## src/rtl/rv32_register_file_if.sv

```systemverilog
`default_nettype none
// ============================================================================
//  Module      : rv32_register_file_if
//  Description : Write/read bus between the decode/writeback logic and the
//                RV32I integer register file.
//                  wr_en / wr_reg / wr_data     : single synchronous write port
//                  rd_reg_1 / rd_data_1         : asynchronous read port 1 (rs1)
//                  rd_reg_2 / rd_data_2         : asynchronous read port 2 (rs2)
//                Modport "master" is the pipeline side, "slave" the register
//                file itself.
//  Revision    : 1.0 - initial release
// ============================================================================
interface rv32_register_file_if #(
    parameter int DATA_WIDTH = 32,
    parameter int ADDR_WIDTH = 5
);

    logic                  wr_en;
    logic [ADDR_WIDTH-1:0] wr_reg;
    logic [DATA_WIDTH-1:0] wr_data;
    logic [ADDR_WIDTH-1:0] rd_reg_1;
    logic [ADDR_WIDTH-1:0] rd_reg_2;
    logic [DATA_WIDTH-1:0] rd_data_1;
    logic [DATA_WIDTH-1:0] rd_data_2;

    modport master (
        output wr_en,
        output wr_reg,
        output wr_data,
        output rd_reg_1,
        output rd_reg_2,
        input  rd_data_1,
        input  rd_data_2
    );

    modport slave (
        input  wr_en,
        input  wr_reg,
        input  wr_data,
        input  rd_reg_1,
        input  rd_reg_2,
        output rd_data_1,
        output rd_data_2
    );

endinterface
`default_nettype wire

```

## src/rtl/rv32_register_file.sv

```systemverilog
`default_nettype none
// ============================================================================
//  Module      : rv32_register_file
//  Description : RV32I integer register file, NUM_REGS x DATA_WIDTH.
//                Two combinational read ports, one write port updated on the
//                rising clock edge. x0 is hardwired to zero: it has no storage
//                and writes addressed to it are dropped.
//  Ports       : clk    - system clock, rising edge
//                rst_n  - asynchronous active-low reset, clears x1..x31
//                bus    - rv32_register_file_if.slave (write + two reads)
//  Revision    : 1.0 - initial release
// ============================================================================
module rv32_register_file #(
    parameter int DATA_WIDTH = 32,
    parameter int NUM_REGS   = 32,
    parameter int ADDR_WIDTH = $clog2(NUM_REGS)
) (
    input  wire logic             clk,
    input  wire logic             rst_n,
    rv32_register_file_if.slave   bus
);

    // Read-mux source array. Entry 0 is a constant zero so the read muxes need
    // no special case for x0; entries 1.. come from the per-register flops.
    logic [DATA_WIDTH-1:0] w_regs [NUM_REGS];

    assign w_regs[0] = '0;

    generate
        for (genvar g = 1; g < NUM_REGS; g++) begin : g_reg
            logic                  w_hit;
            logic [DATA_WIDTH-1:0] r_value;

            // Index 0 can never match here, so writes to x0 fall away naturally.
            assign w_hit = bus.wr_en && (bus.wr_reg == ADDR_WIDTH'(g));

            always_ff @(posedge clk or negedge rst_n) begin
                if (!rst_n) begin
                    r_value <= '0;
                end else if (w_hit) begin
                    r_value <= bus.wr_data;
                end
            end

            assign w_regs[g] = r_value;
        end
    endgenerate

    // No write-to-read bypass: a read of the register being written returns
    // the stored (old) value until the clock edge commits the new one.
    assign bus.rd_data_1 = w_regs[bus.rd_reg_1];
    assign bus.rd_data_2 = w_regs[bus.rd_reg_2];

endmodule
`default_nettype wire

```

## src/flat_wrapper.sv

```systemverilog
// flat-port wrapper written by rule: the top's interface ports become plain ports
module rv32_register_file_flat 
#(
    parameter int DATA_WIDTH = 32,
    parameter int NUM_REGS   = 32,
    parameter int ADDR_WIDTH = $clog2(NUM_REGS)
)
  (clk, rst_n, bus_wr_en, bus_wr_reg, bus_wr_data, bus_rd_reg_1, bus_rd_reg_2, bus_rd_data_1, bus_rd_data_2);
  rv32_register_file_if #(.DATA_WIDTH(DATA_WIDTH), .ADDR_WIDTH(ADDR_WIDTH)) bus_i ();
  input  wire logic clk;
  input  wire logic rst_n;
  input wire logic [$bits(bus_i.wr_en)-1:0] bus_wr_en;
  input wire logic [$bits(bus_i.wr_reg)-1:0] bus_wr_reg;
  input wire logic [$bits(bus_i.wr_data)-1:0] bus_wr_data;
  input wire logic [$bits(bus_i.rd_reg_1)-1:0] bus_rd_reg_1;
  input wire logic [$bits(bus_i.rd_reg_2)-1:0] bus_rd_reg_2;
  output wire logic [$bits(bus_i.rd_data_1)-1:0] bus_rd_data_1;
  output wire logic [$bits(bus_i.rd_data_2)-1:0] bus_rd_data_2;
  assign bus_i.wr_en = bus_wr_en;
  assign bus_i.wr_reg = bus_wr_reg;
  assign bus_i.wr_data = bus_wr_data;
  assign bus_i.rd_reg_1 = bus_rd_reg_1;
  assign bus_i.rd_reg_2 = bus_rd_reg_2;
  assign bus_rd_data_1 = bus_i.rd_data_1;
  assign bus_rd_data_2 = bus_i.rd_data_2;
  rv32_register_file #(.DATA_WIDTH(DATA_WIDTH), .NUM_REGS(NUM_REGS), .ADDR_WIDTH(ADDR_WIDTH)) u_core (.clk(clk), .rst_n(rst_n), .bus(bus_i));
endmodule
```

## config.mk

```make
export PLATFORM = sky130hd
export DESIGN_NAME = rv32_register_file_flat
export DESIGN_NICKNAME = d
export VERILOG_FILES = /design/src/rtl/rv32_register_file_if.sv /design/src/rtl/rv32_register_file.sv /design/src/flat_wrapper.sv
export SDC_FILE = /design/constraint.sdc
export NUM_CORES = 2
export LEC_CHECK = 0
export ABC_AREA = 0
export ABC_CLOCK_PERIOD_IN_PS = 2500
export BUFFER_PORTS_ARGS = -buffer_cell sky130_fd_sc_hd__buf_2
export CAP_MARGIN = 40
export CELL_PAD_IN_SITES_DETAIL_PLACEMENT = 1
export CELL_PAD_IN_SITES_GLOBAL_PLACEMENT = 2
export CORE_ASPECT_RATIO = 0.8
export CORE_MARGIN = 2
export CORE_UTILIZATION = 47
export DETAILED_ROUTE_END_ITERATION = 10
export GPL_TIMING_DRIVEN = 0
export PLACE_DENSITY = 0.92
export REMOVE_ABC_BUFFERS = 1
export SYNTH_ARGS = -nofsm -noshare
export SYNTH_HDL_FRONTEND = slang
export SYNTH_SLANG_ARGS = --single-unit
```

## constraint.sdc

```tcl
create_clock -name clk -period 2.5 [get_ports clk]
set_input_delay 0.25 -clock clk [delete_from_list [all_inputs] [get_ports clk]]
set_output_delay 0.25 -clock clk [all_outputs]
set_load 0.01 [all_outputs]
```

==> out/results.txt <==
Clock Root Buffer -> clkbuf_16
Synth Flop Type -> dfrtp_1
Synth Area in Simple Gates -> 1.80%
GRT overflow -> 0
FP Rows -> 110
Vias in the first global route -> 42.1k
Initial antenna violation count -> 10
Final layout net count -> 3716
Total Wirelength -> 215000 µm
Post-synthesis adder-cell area fraction -> 0%
# port buffers -> 113
IO Count -> 114
Register bit count reported by yosys -> 992
Filler cells -> 10.2k
Avg Cell Area, Syn -> 14.6 µm²
First-pass GRT wire length -> 307000 µm
Largest stage delay, worst path -> 560 ps
Worst-Margin Slew -> 1130 ps
Crit Path Category -> flop to output pin
Failing checks -> negative setup slack
Clock slew at reported path FFs -> 60 ps
Num CTS Buffers -> 101
Clk_skew -> 0 ps
Dpl cells -> 4954
Pwr/cell area -> 811 nW/µm²
Layout Cells excl Fill -> 5269
DRT Pass-1 Iters -> 6
Setup violators final -> 64
Total Routing Usage GR -> 36.5%
Final min period -> 2810 ps
Post-DRT Antenna Nets -> 0
Worst Path Required -> 2250 ps
CP Launch Type -> flop
Final worst path period share -> 113%
Maxcap violations -> 0
Worst EP arrival -> 2560 ps
Cell Chain, Critical Path -> mux4_2 -> a22o_1 -> o21ai_2 -> o31ai_4 -> buf_2
Largest net degree at the start of global routing -> 124
Routed wire per std cell -> 40.8 µm
Die W -> 380 µm
DP HPWL -> 109000 µm
H-tree Lvls -> 3
Vias post-DR -> 39.1k
1st-iter DRT viols -> 5183
# DRC -> 0
Die area -> 116000 µm²
Mux share of post-synthesis cell area -> 41.6%
Top reg by flops -> u_core.g.r_value
Worst-path fanout max -> 3
Critical-path top delay cell -> mux4_2
Placer Congestion -> 0.759
Chip height -> 305 µm
CTS tree -> done
Largest family of logic cells by synthesized area -> multiplexers
Layout cell share with drive strength beyond 1 -> 56.3%
Sequential area share after synthesis -> 46.7%
Compound-Gate Fraction of Synth Area -> 6.33%
Setup crit end kind -> output pin
EDFF count, synth -> 0
Status -> finished with violations
Post-synth ARST share -> 100%
Core Area -> 112000 µm²
Peak supply drop -> 0.000556 V
Initial Util -> 47.3%
Leakage Power -> 27.3 nW
Area Overhead vs Synth -> 17.8%
CTS Buffer Depth -> 3
Final Hold Vio Count -> 0
Worst slew margin -> 24.5%
Count of cell types in the netlist -> 31
Final core occ -> 55.8%
Slew Viols, Final -> 0
CTS sink cnt -> 992
Syn Std Cell Area -> 53200 µm²
YS warnings -> 0
Pre-CTS setup slack -> -1460 ps
Max reg flops -> 992
Min Hold Slack -> 125 ps
Achievable Freq -> 0.356 GHz
RSZ-0062 raised after global routing -> yes
Mapped Cells -> 3637
Final worst setup slack -> -313 ps
DR vias/cell -> 7.42
Xor and xnor area share after synthesis -> 0%
Worst-Skew Late Latency -> 700 ps
Path type of the worst min-delay path -> input port to async pin
Top Registers -> u_core.g.r_value: 992 flops
-- critical path: cells and delay by family, from the launching register on --
family                 cells  cell delay, ps
DFF                        1             420
AOI/OAI and AO/OA          3             650
muxes                      1             560
buffers and inverters      1             170
-- kinds of logic (layout without fill, tap and decap cells) --
group                  count (synthesis)  in the layout
DFF                                  992            992
and+or+nand+nor                      189            189
muxes                               1600           1600
other                                  0             10
buffers and inverters                408            518
AOI/OAI and AO/OA                    448            448
-- path summary, 6_finish.rpt --
path | from | end | slack, ps | depth (start not counted)
max | u_core.g_reg[31].r_value[9] | bus_rd_data_2[9] | -310 | 5
min | rst_n | u_core.g_reg[10].r_value[12] | 130 | 2
max reg2reg | u_core.g_reg[31].r_value[9] | u_core.g_reg[31].r_value[9] | 1400 | 3
min reg2reg | u_core.g_reg[13].r_value[17] | u_core.g_reg[13].r_value[17] | 520 | 1
max in group asynchronous | rst_n | u_core.g_reg[10].r_value[0] | 410 | 5
min in group clk | bus_wr_data[21] | u_core.g_reg[1].r_value[21] | 160 | 2
-- repair_timing --
| item | in CTS | in global routing |
|---|---|---|
| buffers inserted | 56 | 32 |
| hold endpoints to repair | 83 | 0 |
| gates resized for setup | 123 | 79 |
| hold buffers | 1 | 0 |
| gates cloned | 29 | 1 |
| pin swaps | 61 | 82 |
| setup endpoints to repair | 64 | 64 |
-- power breakdown --
group / switching, mW / total, mW / internal (mW)
Sequential: 3.10 / 22.3 / 19.2
Clock: 7.17 / 16.6 / 9.43
Combinational: 5.29 / 11.9 / 6.58
Total: 15.6 / 50.8 / 35.2
-- area by class of cell --
| cell class | instances | area (µm²) | share of cell area [%] |
|---|---|---|---|
| Sequential cell | 992 | 24800 | 39.7 |
| Antenna cell | 10 | 25.0 | 0.0400 |
| Multi-Input combinational cell | 2237 | 27600 | 44.1 |
| Timing Repair Buffer | 332 | 4710 | 7.53 |
| Tap cell | 1512 | 1890 | 3.02 |
| Inverter | 2 | 15.0 | 0.0240 |
| Clock buffer | 154 | 3160 | 5.05 |
| Clock inverter | 30 | 359 | 0.573 |
-- metrics by stage --
step | area, µm² | setup TNS, ps | total power, mW
final | 62600 | -9780 | 50.8
after global routing | 62600 | -11250 | 52.0
after CTS | 61900 | -8320 | 49.2
after detailed placement | 56300 | -86270 | 32.0
after global placement | 53800 | - | 31.3
after floorplan | 51300 | -47370 | 27.9
-- per-layer routing --
layer	GRT usage [%]	part of all wire (%)
met1	44.6	36
met2	55.2	45
met3	11.8	11
met4	25.2	7.1
met5	0	0
-- synth_stat cells (3+ instances only) --
cell	n	area, µm²
nand2_1	79	297
nand2b_1	7	43.8
buf_6	14	158
and3_1	32	200
mux4_2	384	8650
nor3_1	3	15.0
nor2b_1	10	62.6
buf_2	100	500
a211oi_1	64	480
mux2_2	1040	11700
mux2_1	16	180
mux2i_1	160	1600
o22ai_1	64	400
o21ai_1	64	320
o31ai_1	64	480
dfrtp_1	992	24800
a22o_1	192	1680
buf_4	30	225
buf_1	48	180
nand4b_1	3	26.3
nor2_1	15	56.3
clkbuf_1	213	800
and2_1	34	213
-- cells in the final DEF, fill, tap and decap left out, types with 11 or more instances in the layout --
cell,n
a211oi_1,54
a22o_1,188
and2_1,32
and3_1,32
buf_12,43
buf_16,67
buf_2,102
buf_4,85
bufbuf_16,21
clkbuf_1,14
clkbuf_16,106
clkbuf_8,35
clkinv_2,17
dfrtp_1,985
mux2_1,16
mux2_2,1040
mux2i_1,158
mux4_2,384
nand2_1,66
nor2_4,14
o21ai_2,54
o22ai_1,64
o31ai_1,11
o31ai_2,36
o31ai_4,17
Note: power is estimated with default switching activity, not from simulation.
